### config.mk
export PLATFORM = sky130hd
export DESIGN_NAME = alu_ctrl_pipe_flat
export DESIGN_NICKNAME = d
export VERILOG_FILES = /design/src/rtl/alu_ctrl_if.sv /design/src/rtl/alu_ctrl_pipe.sv /design/src/flat_wrapper.sv
export SDC_FILE = /design/constraint.sdc
export NUM_CORES = 1
export LEC_CHECK = 0
export ABC_AREA = 1
export BUFFER_PORTS_ARGS = -buffer_cell sky130_fd_sc_hd__buf_4
export CAP_MARGIN = 25
export CORE_MARGIN = 1.5
export CORE_UTILIZATION = 43
export DETAILED_ROUTE_END_ITERATION = 7
export PLACE_DENSITY = 0.83
export SLEW_MARGIN = 5
export SYNTH_ARGS = -nofsm -noshare
export SYNTH_HDL_FRONTEND = slang
export SYNTH_SLANG_ARGS = --single-unit
### constraint.sdc
create_clock -name clk -period 1.4 [get_ports clk]
set_input_delay 0.28 -clock clk [delete_from_list [all_inputs] [get_ports clk]]
set_output_delay 0.28 -clock clk [all_outputs]
set_load 0.05 [all_outputs]
### src/rtl/alu_ctrl_if.sv
// alu_ctrl_if: decode-side handshake and execute-side result bus of alu_ctrl_pipe.
interface alu_ctrl_if #(parameter int CTRL_W = 6);
  logic              in_valid;
  logic              in_ready;
  logic [31:0]       instruction;
  logic [1:0]        alu_op;
  logic              out_valid;
  logic              out_ready;
  logic [CTRL_W-1:0] alu_ctrl;
  logic              is_muldiv;
  logic              illegal;
  logic              mdu_busy;
  modport master (
    output in_valid, instruction, alu_op, out_ready,
    input  in_ready, out_valid, alu_ctrl, is_muldiv, illegal, mdu_busy
  );
  modport slave (
    input  in_valid, instruction, alu_op, out_ready,
    output in_ready, out_valid, alu_ctrl, is_muldiv, illegal, mdu_busy
  );
endinterface

### src/rtl/alu_ctrl_pipe.sv
// alu_ctrl_pipe: registered ALU/MDU control decoder with valid/ready output and MDU busy countdown.
module alu_ctrl_pipe #(
  parameter int CTRL_W     = 6,
  parameter bit M_EXT      = 1'b1,
  parameter int MUL_CYCLES = 4,
  parameter int DIV_CYCLES = 34
) (
  input logic       clk,
  input logic       rst_n,
  input logic       flush,
  alu_ctrl_if.slave bus
);
  localparam int MAXC = (MUL_CYCLES > DIV_CYCLES) ? MUL_CYCLES : DIV_CYCLES;
  localparam int CW   = $clog2(MAXC + 1);
  typedef enum logic [4:0] {
    C_NONE = 5'd0, C_ADD = 5'd1, C_SUB = 5'd2, C_AND = 5'd3, C_OR = 5'd4,
    C_XOR = 5'd5, C_SLL = 5'd6, C_SLT = 5'd7, C_SLTU = 5'd8, C_SRL = 5'd9,
    C_SRA = 5'd10, C_MUL = 5'd16
  } code_e;
  function automatic code_e base_op(input logic [2:0] f);
    case (f)
      3'd0:    base_op = C_ADD;
      3'd1:    base_op = C_SLL;
      3'd2:    base_op = C_SLT;
      3'd3:    base_op = C_SLTU;
      3'd4:    base_op = C_XOR;
      3'd5:    base_op = C_SRL;
      3'd6:    base_op = C_OR;
      default: base_op = C_AND;
    endcase
  endfunction
  logic [2:0]    f3;
  logic [6:0]    f7;
  code_e         dec_code;
  logic          dec_ill, dec_md;
  logic          valid_q, valid_d, md_q, md_d, ill_q, ill_d;
  code_e         code_q, code_d;
  logic [CW-1:0] cnt_q, cnt_d;
  logic          busy, accept, fire;
  assign f3 = bus.instruction[14:12];
  assign f7 = bus.instruction[31:25];
  always_comb begin
    dec_code = C_NONE;
    dec_ill  = 1'b0;
    dec_md   = 1'b0;
    if (bus.instruction != 32'd0) begin
      case (bus.alu_op)
        2'b00: begin
          dec_code = (f3 inside {3'b000, 3'b001, 3'b010, 3'b100, 3'b101}) ? C_ADD : C_NONE;
          dec_ill  = (dec_code == C_NONE);
        end
        2'b01: dec_code = C_SUB;
        2'b10: begin
          if (f7 == 7'b0000000) dec_code = base_op(f3);
          else if (f7 == 7'b0100000 && (f3 == 3'b000 || f3 == 3'b101)) dec_code = (f3 == 3'b000) ? C_SUB : C_SRA;
          else if (f7 == 7'b0000001 && M_EXT) begin
            dec_code = code_e'({2'b10, f3});
            dec_md   = 1'b1;
          end else dec_ill = 1'b1;
        end
        default: begin
          // shift-immediates carry funct7 in imm[11:5]; only the RV32I encodings are legal
          if (f3 == 3'b001) dec_ill = (f7 != 7'b0000000);
          else if (f3 == 3'b101) dec_ill = !(f7 == 7'b0000000 || f7 == 7'b0100000);
          dec_code = dec_ill ? C_NONE : (f3 == 3'b101 && f7 == 7'b0100000) ? C_SRA : base_op(f3);
        end
      endcase
    end
  end
  assign busy         = (cnt_q != '0);
  assign bus.in_ready = !busy && (!valid_q || bus.out_ready);
  assign accept       = bus.in_valid && bus.in_ready && !flush;
  assign fire         = valid_q && bus.out_ready;
  always_comb begin
    valid_d = flush ? 1'b0 : accept ? 1'b1 : fire ? 1'b0 : valid_q;
    code_d  = accept ? dec_code : code_q;
    md_d    = accept ? dec_md : md_q;
    ill_d   = accept ? dec_ill : ill_q;
    // code bit 2 separates the DIV/REM group (20-23) from the MUL group (16-19)
    cnt_d   = (fire && md_q && !ill_q) ? (code_q[2] ? CW'(DIV_CYCLES) : CW'(MUL_CYCLES))
            : busy ? cnt_q - 1'b1 : cnt_q;
  end
  always_ff @(posedge clk or negedge rst_n) begin
    if (!rst_n) begin
      valid_q <= 1'b0;
      code_q  <= C_NONE;
      md_q    <= 1'b0;
      ill_q   <= 1'b0;
      cnt_q   <= '0;
    end else begin
      valid_q <= valid_d;
      code_q  <= code_d;
      md_q    <= md_d;
      ill_q   <= ill_d;
      cnt_q   <= cnt_d;
    end
  end
  assign bus.out_valid = valid_q;
  assign bus.alu_ctrl  = CTRL_W'(code_q);
  assign bus.is_muldiv = md_q;
  assign bus.illegal   = ill_q;
  assign bus.mdu_busy  = busy;
endmodule

### src/flat_wrapper.sv
// flat-port wrapper written by rule: the top's interface ports become plain ports
module alu_ctrl_pipe_flat 
#(
  parameter int CTRL_W     = 6,
  parameter bit M_EXT      = 1'b1,
  parameter int MUL_CYCLES = 4,
  parameter int DIV_CYCLES = 34
)
  (clk, rst_n, flush, bus_in_valid, bus_instruction, bus_alu_op, bus_out_ready, bus_in_ready, bus_out_valid, bus_alu_ctrl, bus_is_muldiv, bus_illegal, bus_mdu_busy);
  alu_ctrl_if #(.CTRL_W(CTRL_W)) bus_i ();
  input logic clk;
  input logic rst_n;
  input logic flush;
  input wire logic [$bits(bus_i.in_valid)-1:0] bus_in_valid;
  input wire logic [$bits(bus_i.instruction)-1:0] bus_instruction;
  input wire logic [$bits(bus_i.alu_op)-1:0] bus_alu_op;
  input wire logic [$bits(bus_i.out_ready)-1:0] bus_out_ready;
  output wire logic [$bits(bus_i.in_ready)-1:0] bus_in_ready;
  output wire logic [$bits(bus_i.out_valid)-1:0] bus_out_valid;
  output wire logic [$bits(bus_i.alu_ctrl)-1:0] bus_alu_ctrl;
  output wire logic [$bits(bus_i.is_muldiv)-1:0] bus_is_muldiv;
  output wire logic [$bits(bus_i.illegal)-1:0] bus_illegal;
  output wire logic [$bits(bus_i.mdu_busy)-1:0] bus_mdu_busy;
  assign bus_i.in_valid = bus_in_valid;
  assign bus_i.instruction = bus_instruction;
  assign bus_i.alu_op = bus_alu_op;
  assign bus_i.out_ready = bus_out_ready;
  assign bus_in_ready = bus_i.in_ready;
  assign bus_out_valid = bus_i.out_valid;
  assign bus_alu_ctrl = bus_i.alu_ctrl;
  assign bus_is_muldiv = bus_i.is_muldiv;
  assign bus_illegal = bus_i.illegal;
  assign bus_mdu_busy = bus_i.mdu_busy;
  alu_ctrl_pipe #(.CTRL_W(CTRL_W), .M_EXT(M_EXT), .MUL_CYCLES(MUL_CYCLES), .DIV_CYCLES(DIV_CYCLES)) u_core (.clk(clk), .rst_n(rst_n), .flush(flush), .bus(bus_i));
endmodule
==> results by group <==
Clocking
  • H-tree depth: 1
  • Worst-path clk slew: 0.08 ns
  • Num CTS Buffers: 3
  • Clk sinks: 14
  • Clock Root Buffer: clkbuf_4
  • CTS tree: yes
  • Max Root-Sink Buffers: 2
  • Worst-Skew Late Latency: 0.28 ns

Synthesis
  • Mux contribution to synthesized area: 0
  • Post-Synth XOR/XNOR Area: 0.0149
  • Synth Area in Compound Gates: 0.0798
  • Register area share after synthesis: 0.298
  • Syn nets: 236
  • Synth warn: 0
  • Syn Inst Count: 195
  • Largest family of logic cells by synthesized area: simple AND/OR/NAND/NOR gates
  • Area of the mapped netlist: 0.00118 mm²
  • Fraction of the mapped netlist area in adder cells: 0.0213
  • Post-Synth Simple-Gate Area: 0.459
  • Synth Area per Inst: between 6 and 7 µm²
  • Yosys cell types: 23
  • Yosys reg bits: 14

Setup path
  • Worst reg-to-reg path cell count: 7
  • Reg-to-reg setup timing slack: -0.06 ns
  • CP Launch Type: flip-flop
  • Worst r2r src: u_core.cnt_q[4]$_DFFE_PN0P_
  • Worst r2r dst: u_core.code_q[0]$_DFFE_PN0P_
  • Worst Path Arrival: 1.27 ns
  • WS Path Type: flip-flop to output port
  • CP Capture Type: output port
  • Required time of the critical path: 1.12 ns
  • Crit Path Max Fanout: 4

Layout
  • Multi-input logic area: roughly 730 µm²
  • Final #Nets: 302
  • Most common cell after layout, fill and taps aside: nand2_1
  • Post-route cell area: 0.00178 mm²
  • Diode count: 0
  • Reg area: 353 µm²
  • Area growth, synth to finish: 51.3%
  • Commonest non-fill, non-tap cells in the layout: nand2_1, buf_4, inv_1
  • Filler cells: 221
  • Layout cells sized above 1: 0.331

Placement
  • Placed wire-length estimate: approximately 2.3 mm
  • Port bufs: 48
  • Placer Congestion: 0.932
  • Post-DP Area: 0.00164 mm²

Floorplanning
  • Height of the die: 55.3 µm
  • Boundary pin count: 50
  • # rows: 18
  • Width of the die: around 55 µm
  • CORE AREA: 0.00252 mm²
  • Starting density of the core: 0.466
  • Area of the die: just over 0.003 mm²

Pwr
  • Net Sw Frac: 0.424
  • Peak VDD IR: 1.15 mV
  • Pwr Total: between 2000 and 2500 µW
  • Leak Pwr: 0.000981 µW
  • Psw: ~910 µW
  • Int Power: 1240 µW
  • Clock power frac: 0.132
  • Pwr/cell area: 1210 mW/mm²
  • Flop pwr share: 0.299
  • Combinational share of power: 0.569

Drt
  • Via/cell ratio: 4.61
  • Post-route ant nets: 0
  • Final WL: 2.79 mm
  • Routed vias: 1338
  • TritonRoute pass-1 iters: 4
  • Initial DRC Count: 27
  • Post-route DRC: 0
  • Wire per inst: between 9 and 10 µm

STA
  • Fin crit share: 1.10
  • Hold slack: roughly 0.28 ns
  • Setup_tns: -0.562 ns
  • Fin Clk Skew: 0.00349 ns
  • Post-route setup slack: -0.146 ns
  • Final-report max-slew violation count: 0
  • Setup violations, final: 9
  • Max Fclk: 647 MHz
  • Min cycle time layout: 1.55 ns
  • Unrepaired setup endpoints after global routing: true
  • Final Hold Viols: 0

Min path
  • Hold Crit Start: flush
  • Hold EP: u_core.bus.out_valid$_DFFE_PN0P_
  • Hold WC Path Type: input port to flip-flop
  • Hold depth: 4

Run status
  • Failing checks: setup timing
  • Run status: complete, but fails checks

Global route
  • Total grt overflow: 0
  • Pin count of the biggest net entering global routing: 15
  • Vias in the first global route: approximately 1300
  • Tot GR Track Use: 0.188
  • Initial antenna violation count: 0
  • Global-route wire length before repair: 4.86 mm

Job
  • Max Cap Viol: 0
state kept, by name, indices dropped and copies added, names as in the netlist:
name and flops:
u_core.cnt_q 6, u_core.bus.is_muldiv 1, u_core.code_q 5, u_core.bus.illegal 1, u_core.bus.out_valid 1
kinds of logic (layout without fill, tap and decap cells):
logic type,count (synthesis),count (layout)
simple gates,120,120
buf+inv,38,103
compound gates,18,18
fa+ha+maj,2,2
flops,14,14
xor+xnor,2,2
other cells,1,1
metal layers:
layer  vias up  track usage  part of all wire
met3         2      0.00937             0.027
met2        31        0.371              0.54
li1        734            -                 -
met5         -            0                 0
met4         0       0.0627            0.0068
met1       571        0.212              0.43
cells in the mapped netlist (all sizes together):
cell / count / share of area
a211oi: 1 / 0.0064
a21oi: 6 / 0.026
a31oi: 1 / 0.0053
and2: 1 / 0.0053
buf: 1 / 0.0064
conb: 1 / 0.0032
dfrtp: 14 / 0.30
ha: 2 / 0.021
inv: 37 / 0.12
nand2: 64 / 0.21
nand3: 17 / 0.072
nand3b: 1 / 0.0064
nand4: 4 / 0.034
nor2: 31 / 0.11
nor3: 2 / 0.022
o21ai: 10 / 0.043
xnor2: 1 / 0.0074
xor2: 1 / 0.0074
final cells by class:
| type | count | share of cell area |
|---|---|---|
| multi-input cells | 143 | 0.413 |
| repair buffers | 62 | 0.269 |
| flip-flops and latches | 14 | 0.198 |
| inverters | 37 | 0.0781 |
| well taps | 30 | 0.0211 |
| clock buffers | 4 | 0.0204 |
how the worst max path moves through the flow:
stage | endpoint | slack (ns) | cells past startpoint | start
final | bus_in_ready | -0.15 | 4 | u_core.cnt_q[4]$_DFFE_PN0P_
after global routing | bus_in_ready | -0.22 | 5 | u_core.cnt_q[0]$_DFFE_PN0P_
after CTS | bus_in_ready | -0.15 | 5 | u_core.cnt_q[0]$_DFFE_PN0P_
after detailed placement | u_core.code_q[0]$_DFFE_PN0P_ | -0.03 | 7 | u_core.cnt_q[0]$_DFFE_PN0P_
after global placement | u_core.code_q[0]$_DFFE_PN0P_ | 0.01 | 7 | u_core.cnt_q[0]$_DFFE_PN0P_
after floorplan | u_core.code_q[1]$_DFFE_PN0P_ | -0.15 | 8 | u_core.cnt_q[0]$_DFFE_PN0P_
metrics by stage:
stage               instances  utilization  setup slack (ns)
floorplan                 195            -            -0.155
global placement          279        0.651            0.0150
detailed placement        279        0.651           -0.0265
CTS                       287        0.681            -0.153
global route              290        0.705            -0.217
finish                    290        0.705            -0.146
worst max-delay path: stages (launching register included):
cell and delay [ns]:
dfrtp_1 0.41, nor2_4 0.15, nand4_4 0.15, nor2_4 0.11, buf_6 0.16
power by group through the flow:
stage	logic, µW	registers [µW]	clock network, µW
2_1_floorplan	523	828	0
3_3_place_gp	1080	647	0
3_5_place_dp	1090	653	0
4_1_cts	1150	640	293
5_1_grt	1340	661	319
6_report	1220	644	283
repair_timing:
item / 4_1_cts / 5_1_grt
buffers inserted: 3 / 3
hold endpoints to repair: 14 / 0
pin swaps: 2 / 3
gates resized for setup: 2 / 13
hold buffers: 1 / 0
setup endpoints to repair: 8 / 13
No activity file was read; power rests on OpenSTA's default activity.
